[config.mk]
export PLATFORM = sky130hd
export DESIGN_NAME = inst_encoder
export DESIGN_NICKNAME = d
export VERILOG_FILES = /design/src/rtl/inst_encoder.sv
export SDC_FILE = /design/constraint.sdc
export NUM_CORES = 1
export LEC_CHECK = 0
export CORE_ASPECT_RATIO = 0.8
export CORE_MARGIN = 10
export CORE_UTILIZATION = 33
export CTS_CLUSTER_SIZE = 28
export DETAILED_ROUTE_END_ITERATION = 12
export SLEW_MARGIN = 15
export SYNTH_ARGS = -nofsm -noshare
export SYNTH_HDL_FRONTEND = slang
export SYNTH_SLANG_ARGS = --single-unit
export TNS_END_PERCENT = 30
[constraint.sdc]
create_clock -name clk -period 3.17 [get_ports clk]
set_clock_uncertainty 0.15 [all_clocks]
set_input_delay 0.634 -clock clk [delete_from_list [all_inputs] [get_ports clk]]
set_output_delay 0.634 -clock clk [all_outputs]
set_load 0.02 [all_outputs]
[src/rtl/inst_encoder.sv]
// Packs opcode/register/funct fields and a sign-extended immediate into an RV32I word; 2-cycle latency.
// Illegal requests become a flagged NOP. The input stalls only when both stages hold words and out_ready is low.
module inst_encoder #(
  parameter int ADDR_WIDTH = 10,
  parameter int BASE_ADDR  = 0
) (
  input  logic                  clk,
  input  logic                  reset_n,
  input  logic                  clear,
  input  logic                  in_valid,
  output logic                  in_ready,
  input  logic [6:0]            in_opcode,
  input  logic [4:0]            in_rd,
  input  logic [4:0]            in_rs1,
  input  logic [4:0]            in_rs2,
  input  logic [2:0]            in_funct3,
  input  logic [6:0]            in_funct7,
  input  logic [31:0]           in_imm,
  output logic                  out_valid,
  input  logic                  out_ready,
  output logic [31:0]           out_inst,
  output logic [ADDR_WIDTH-1:0] out_addr,
  output logic                  out_err,
  output logic                  err_sticky
);

  localparam logic [6:0] OP_R      = 7'b0110011;
  localparam logic [6:0] OP_IMM    = 7'b0010011;
  localparam logic [6:0] OP_LOAD   = 7'b0000011;
  localparam logic [6:0] OP_JALR   = 7'b1100111;
  localparam logic [6:0] OP_STORE  = 7'b0100011;
  localparam logic [6:0] OP_BRANCH = 7'b1100011;
  localparam logic [6:0] OP_JAL    = 7'b1101111;
  localparam logic [6:0] OP_SYS    = 7'b1110011;
  localparam logic [31:0] NOP_WORD   = 32'h0000_0013;
  localparam logic [31:0] ECALL_WORD = 32'h0000_0073;
  localparam logic [ADDR_WIDTH-1:0] BASE = ADDR_WIDTH'(BASE_ADDR);

  logic                  s1_valid_q;
  logic [6:0]            s1_op_q;
  logic [4:0]            s1_rd_q;
  logic [4:0]            s1_rs1_q;
  logic [4:0]            s1_rs2_q;
  logic [2:0]            s1_f3_q;
  logic [6:0]            s1_f7_q;
  logic [20:0]           s1_imm_q;
  logic                  s1_err_q;
  logic                  s1_err_d;

  logic                  out_valid_q;
  logic [31:0]           out_inst_q;
  logic [31:0]           out_inst_d;
  logic                  out_err_q;
  logic [ADDR_WIDTH-1:0] out_addr_q;
  logic                  err_sticky_q;

  logic s2_adv;
  logic in_fire;
  logic out_fire;

  assign s2_adv   = !out_valid_q || out_ready;
  assign in_ready = (!s1_valid_q || s2_adv) && !clear;
  assign in_fire  = in_valid && in_ready;
  assign out_fire = out_valid_q && out_ready && !clear;

  assign out_valid  = out_valid_q;
  assign out_inst   = out_inst_q;
  assign out_addr   = out_addr_q;
  assign out_err    = out_err_q;
  assign err_sticky = err_sticky_q;

  // Range checks: the immediate must survive truncation to the field and re-sign-extension.
  always_comb begin
    logic fits12, fits13, fits21, is_shift;
    fits12   = (in_imm[31:11] == {21{in_imm[11]}});
    fits13   = (in_imm[31:12] == {20{in_imm[12]}});
    fits21   = (in_imm[31:20] == {12{in_imm[20]}});
    is_shift = (in_funct3 == 3'b001) || (in_funct3 == 3'b101);
    s1_err_d = 1'b1;
    case (in_opcode)
      OP_R:                       s1_err_d = 1'b0;
      OP_IMM:                     s1_err_d = is_shift ? (in_imm[31:5] != '0) : !fits12;
      OP_LOAD, OP_JALR, OP_STORE: s1_err_d = !fits12;
      OP_BRANCH:                  s1_err_d = !fits13 || in_imm[0];
      OP_JAL:                     s1_err_d = !fits21 || in_imm[0];
      OP_SYS:                     s1_err_d = 1'b0;
      default:                    s1_err_d = 1'b1;
    endcase
  end

  always_comb begin
    out_inst_d = NOP_WORD;
    case (s1_op_q)
      OP_R:
        out_inst_d = {s1_f7_q, s1_rs2_q, s1_rs1_q, s1_f3_q, s1_rd_q, s1_op_q};
      OP_IMM:
        if (s1_f3_q == 3'b001 || s1_f3_q == 3'b101)
          out_inst_d = {s1_f7_q, s1_imm_q[4:0], s1_rs1_q, s1_f3_q, s1_rd_q, s1_op_q};
        else
          out_inst_d = {s1_imm_q[11:0], s1_rs1_q, s1_f3_q, s1_rd_q, s1_op_q};
      OP_LOAD, OP_JALR:
        out_inst_d = {s1_imm_q[11:0], s1_rs1_q, s1_f3_q, s1_rd_q, s1_op_q};
      OP_STORE:
        out_inst_d = {s1_imm_q[11:5], s1_rs2_q, s1_rs1_q, s1_f3_q, s1_imm_q[4:0], s1_op_q};
      OP_BRANCH:
        out_inst_d = {s1_imm_q[12], s1_imm_q[10:5], s1_rs2_q, s1_rs1_q, s1_f3_q,
                      s1_imm_q[4:1], s1_imm_q[11], s1_op_q};
      OP_JAL:
        out_inst_d = {s1_imm_q[20], s1_imm_q[10:1], s1_imm_q[11], s1_imm_q[19:12],
                      s1_rd_q, s1_op_q};
      OP_SYS:
        out_inst_d = ECALL_WORD;
      default:
        out_inst_d = NOP_WORD;
    endcase
    if (s1_err_q) out_inst_d = NOP_WORD;
  end

  always_ff @(posedge clk or negedge reset_n) begin
    if (!reset_n) begin
      s1_valid_q <= 1'b0;
      s1_op_q    <= '0;
      s1_rd_q    <= '0;
      s1_rs1_q   <= '0;
      s1_rs2_q   <= '0;
      s1_f3_q    <= '0;
      s1_f7_q    <= '0;
      s1_imm_q   <= '0;
      s1_err_q   <= 1'b0;
    end else if (clear) begin
      s1_valid_q <= 1'b0;
    end else if (in_fire) begin
      s1_valid_q <= 1'b1;
      s1_op_q    <= in_opcode;
      s1_rd_q    <= in_rd;
      s1_rs1_q   <= in_rs1;
      s1_rs2_q   <= in_rs2;
      s1_f3_q    <= in_funct3;
      s1_f7_q    <= in_funct7;
      s1_imm_q   <= in_imm[20:0];
      s1_err_q   <= s1_err_d;
    end else if (s2_adv) begin
      s1_valid_q <= 1'b0;
    end
  end

  // Output word only reloads when a new one arrives, so it holds through backpressure.
  always_ff @(posedge clk or negedge reset_n) begin
    if (!reset_n) begin
      out_valid_q  <= 1'b0;
      out_inst_q   <= '0;
      out_err_q    <= 1'b0;
      out_addr_q   <= BASE;
      err_sticky_q <= 1'b0;
    end else if (clear) begin
      out_valid_q  <= 1'b0;
      out_addr_q   <= BASE;
      err_sticky_q <= 1'b0;
    end else begin
      if (s2_adv) begin
        out_valid_q <= s1_valid_q;
        if (s1_valid_q) begin
          out_inst_q <= out_inst_d;
          out_err_q  <= s1_err_q;
        end
      end
      if (out_fire) begin
        out_addr_q <= out_addr_q + ADDR_WIDTH'(1);
        if (out_err_q) err_sticky_q <= 1'b1;
      end
    end
  end

endmodule

==> results of run 1 <==
-- registers in the layout (all words and copies together), names as in the netlist, 3 cells and up --
register,count
out_inst,32
s1_rd_q,5
s1_imm_q,21
s1_f7_q,7
s1_rs1_q,5
s1_rs2_q,5
s1_f3_q,3
s1_op_q,7
out_addr,10
-- layout by cell type, fill, tap and decap left out, types with 3 or more instances in the layout --
cell type / Yosys / final
a21oi_1: 12 / 12
a22oi_1: 24 / 24
and2_1: 4 / 4
and3_1: 6 / 6
buf_4: 2 / 4
clkbuf_16: 0 / 9
clkdlybuf4s50_1: 0 / 113
dfrtp_1: 100 / 100
inv_1: 6 / 6
mux2_2: 53 / 53
mux2i_1: 3 / 3
nand2_1: 38 / 38
nand2b_1: 6 / 6
nand3_1: 5 / 5
nand4_1: 7 / 7
nor2_1: 23 / 23
nor3_1: 5 / 5
nor4_1: 6 / 6
nor4b_1: 3 / 3
o21ai_0: 8 / 8
o21ai_1: 21 / 21
xor2_1: 7 / 7
-- worst paths after layout --
check                                 start      endpoint  cells after the start
worst max-delay path              out_ready      in_ready                      4
worst min-delay path                reset_n   s1_rs1_q[3]                      1
worst max register to register   s1_op_q[6]  out_inst[25]                      5
worst min register to register  out_inst[0]   out_inst[0]                      1
max in group asynchronous           reset_n   s1_imm_q[9]                      2
min in group clk                out_inst[0]   out_inst[0]                      1
-- routing by layer --
layer  up-vias  routed length [um]
li1       1660                   -
met1      1742                6020
met2       107                5680
met3        11                1150
met4         2                  87
met5         -                  13
-- final cells by class --
type / count / area share
Antenna cell: 1 / 0.000408
Clock buffer: 12 / 0.0402
Clock inverter: 4 / 0.00531
Inverter: 7 / 0.00429
Multi-Input combinational cell: 268 / 0.309
Sequential cell: 100 / 0.408
Tap cell: 180 / 0.0367
Timing Repair Buffer: 119 / 0.196
-- power breakdown --
part | switching (mW) | internal, mW | total (mW)
clock network | 0.486 | 0.559 | 1.05
logic | 0.165 | 0.217 | 0.383
registers | 0.0979 | 1.39 | 1.48
-- kinds of logic after synthesis --
family	after synthesis	synth area share
muxes	56	0.139
AOI/OAI and AO/OA	83	0.121
adders and majority gates	2	0.00553
DFF	100	0.553
buffers and inverters	27	0.0285
xor gates and xnor gates	9	0.0174
and+or+nand+nor	118	0.136
-- worst max-delay path: cells and delay by family --
kind / cells / cell delay, ns
buf+inv: 2 / 1.14
compound gates: 1 / 0.19
simple gates: 1 / 0.06
==> results_dict.tcl, run 1 <==
set metrics [dict create \
    synth_top_area_share 0.553 \
    fin_crit_sh 0.886 \
    netlist_instances 395 \
    ys_ff_latch 100 \
    synth_enable_flop_cells 0 \
    cts_tree "done" \
    async_flop_share 1.00 \
    synth_common_cells "100 x dfrtp_1, 53 x mux2_2, 38 x nand2_1" \
    grt-ovfl-total 0 \
    viasPerCell 5.10 \
    rsz0062_at_grt "no" \
    finalHoldWorstSlack_ns 0.128 \
    dpl.cell_count 674 \
    crit_chain "clkdlybuf4s50_1 -> nor2b_1 -> a21oi_1 -> clkdlybuf4s50_1" \
    crit_type "in2out" \
    p_per_area_mw_per_mm2 475 \
    netlist_area_mm2 0.00452 \
    synth_most_common_cell "dfrtp_1" \
    drt_iter0_markers 217 \
    leakage_nw 2.44 \
    grt_usage 0.138 \
    final.setup.worst_slack_ns 0.361 \
    worst_slew_pin_slew_ns 0.795 \
    crit_path_top_delay_cell "clkdlybuf4s50_1" \
    min_period_ns 2.81 \
    finalMaxSlewViolations 0 \
    final_nets 576 \
    synth_warnings 0 \
    final-instance-count-excl-fill 691 \
    post_cts_buffers 0 \
    vdd_drop_max_mv 0.262 \
    finalSetupTns_ns 0 \
    multiInputGateArea_mm2 0.00189 \
    grt_max_degree 60 \
    drc 0 \
    crit_arrival_ns 2.02 \
    cp-start-kind "primary input" \
    finalPower_mw 2.91 \
    crit_required_ns 2.39 \
    synth_flop_cell "dfrtp_1" \
    dpl.hpwl_mm 9.52 \
    use_met2 0.205 \
    wirelength_mm 12.9 \
    die_x_um 151 \
    synth_nets 466 \
    coreArea_mm2 0.0135 \
    critPathMaxFanout 3 \
    antenna_found_initial 1 \
    wl_per_cell_um 18.7 \
    seq_area_mm2 0.00250 \
    design_area_mm2 0.00613 \
    vias 3522 \
    synth_area_leaders "dfrtp_1 55%, mux2_2 13%, a22oi_1 4.0%, nand2_1 3.2%, o21ai_1 2.3%" \
    synth-seq-area-share 0.553 \
    grt_pass1_vias 3921 \
    syn_area_per_cell_um2 11.5 \
    busiest_layer "met2" \
    cp-end-kind "output port" \
    slew-limit-headroom 0.465 \
    cts.sinks 100 \
    num_io_pins 115 \
    cts_hold_buf 0 \
    layout-drive-gt1-share 0.157 \
    cp_slowest_stage_delay_ns 0.65 \
    use_met1 0.184 \
    max_cap_violations 0 \
    cts-root-buf "clkbuf_16" \
    grt_pass1_wl_mm 20.8 \
    cts.path.max_buffers 2 \
    ys_types 53 \
    crit_path_frequent_cell "clkdlybuf4s50_1" \
    holdCritPathClass "in2async" \
    use_met3 0.0548 \
    nFillCells 1258 \
    start_util 0.335 \
    port_buffers 114 \
    setup_viol 0 \
    r2r_setup_slack_ns 0.89 \
    place_area_mm2 0.00585 \
    gp_congestion 0.865 \
    cts_resized 0 \
    clkTransAtPathRegs_ns 0.07 \
    insertion_delay_ns 0.34 \
    numCtsBuffers 9 \
    postRouteAntennaNets 0 \
    die_h_um 125 \
    fp.dieArea_mm2 0.0188 \
    htree_levels 3 \
    fin_util 0.454 \
    area_growth_pct 35.5 \
    fp-row-count 38 \
    hold_viol_final 0 \
    synth_top_area_cell "dfrtp_1" \
    place_worst_setup_slack_ns 0.358 \
    detail_route.first_pass.iterations 4 \
    fmax_mhz 356 \
    status "finished, final reports clean" \
]
Note: power is estimated with default switching activity, not from simulation.
==> inputs of run 2 (changes only) <==
--- a/config.mk
+++ b/config.mk
@@ -14,4 +14,4 @@
 export SYNTH_ARGS = -nofsm -noshare
 export SYNTH_HDL_FRONTEND = slang
 export SYNTH_SLANG_ARGS = --single-unit
-export TNS_END_PERCENT = 30
+export TNS_END_PERCENT = 1
==> results of run 2 <==
Final layout, timing and power as in run 1 (identical DEF).
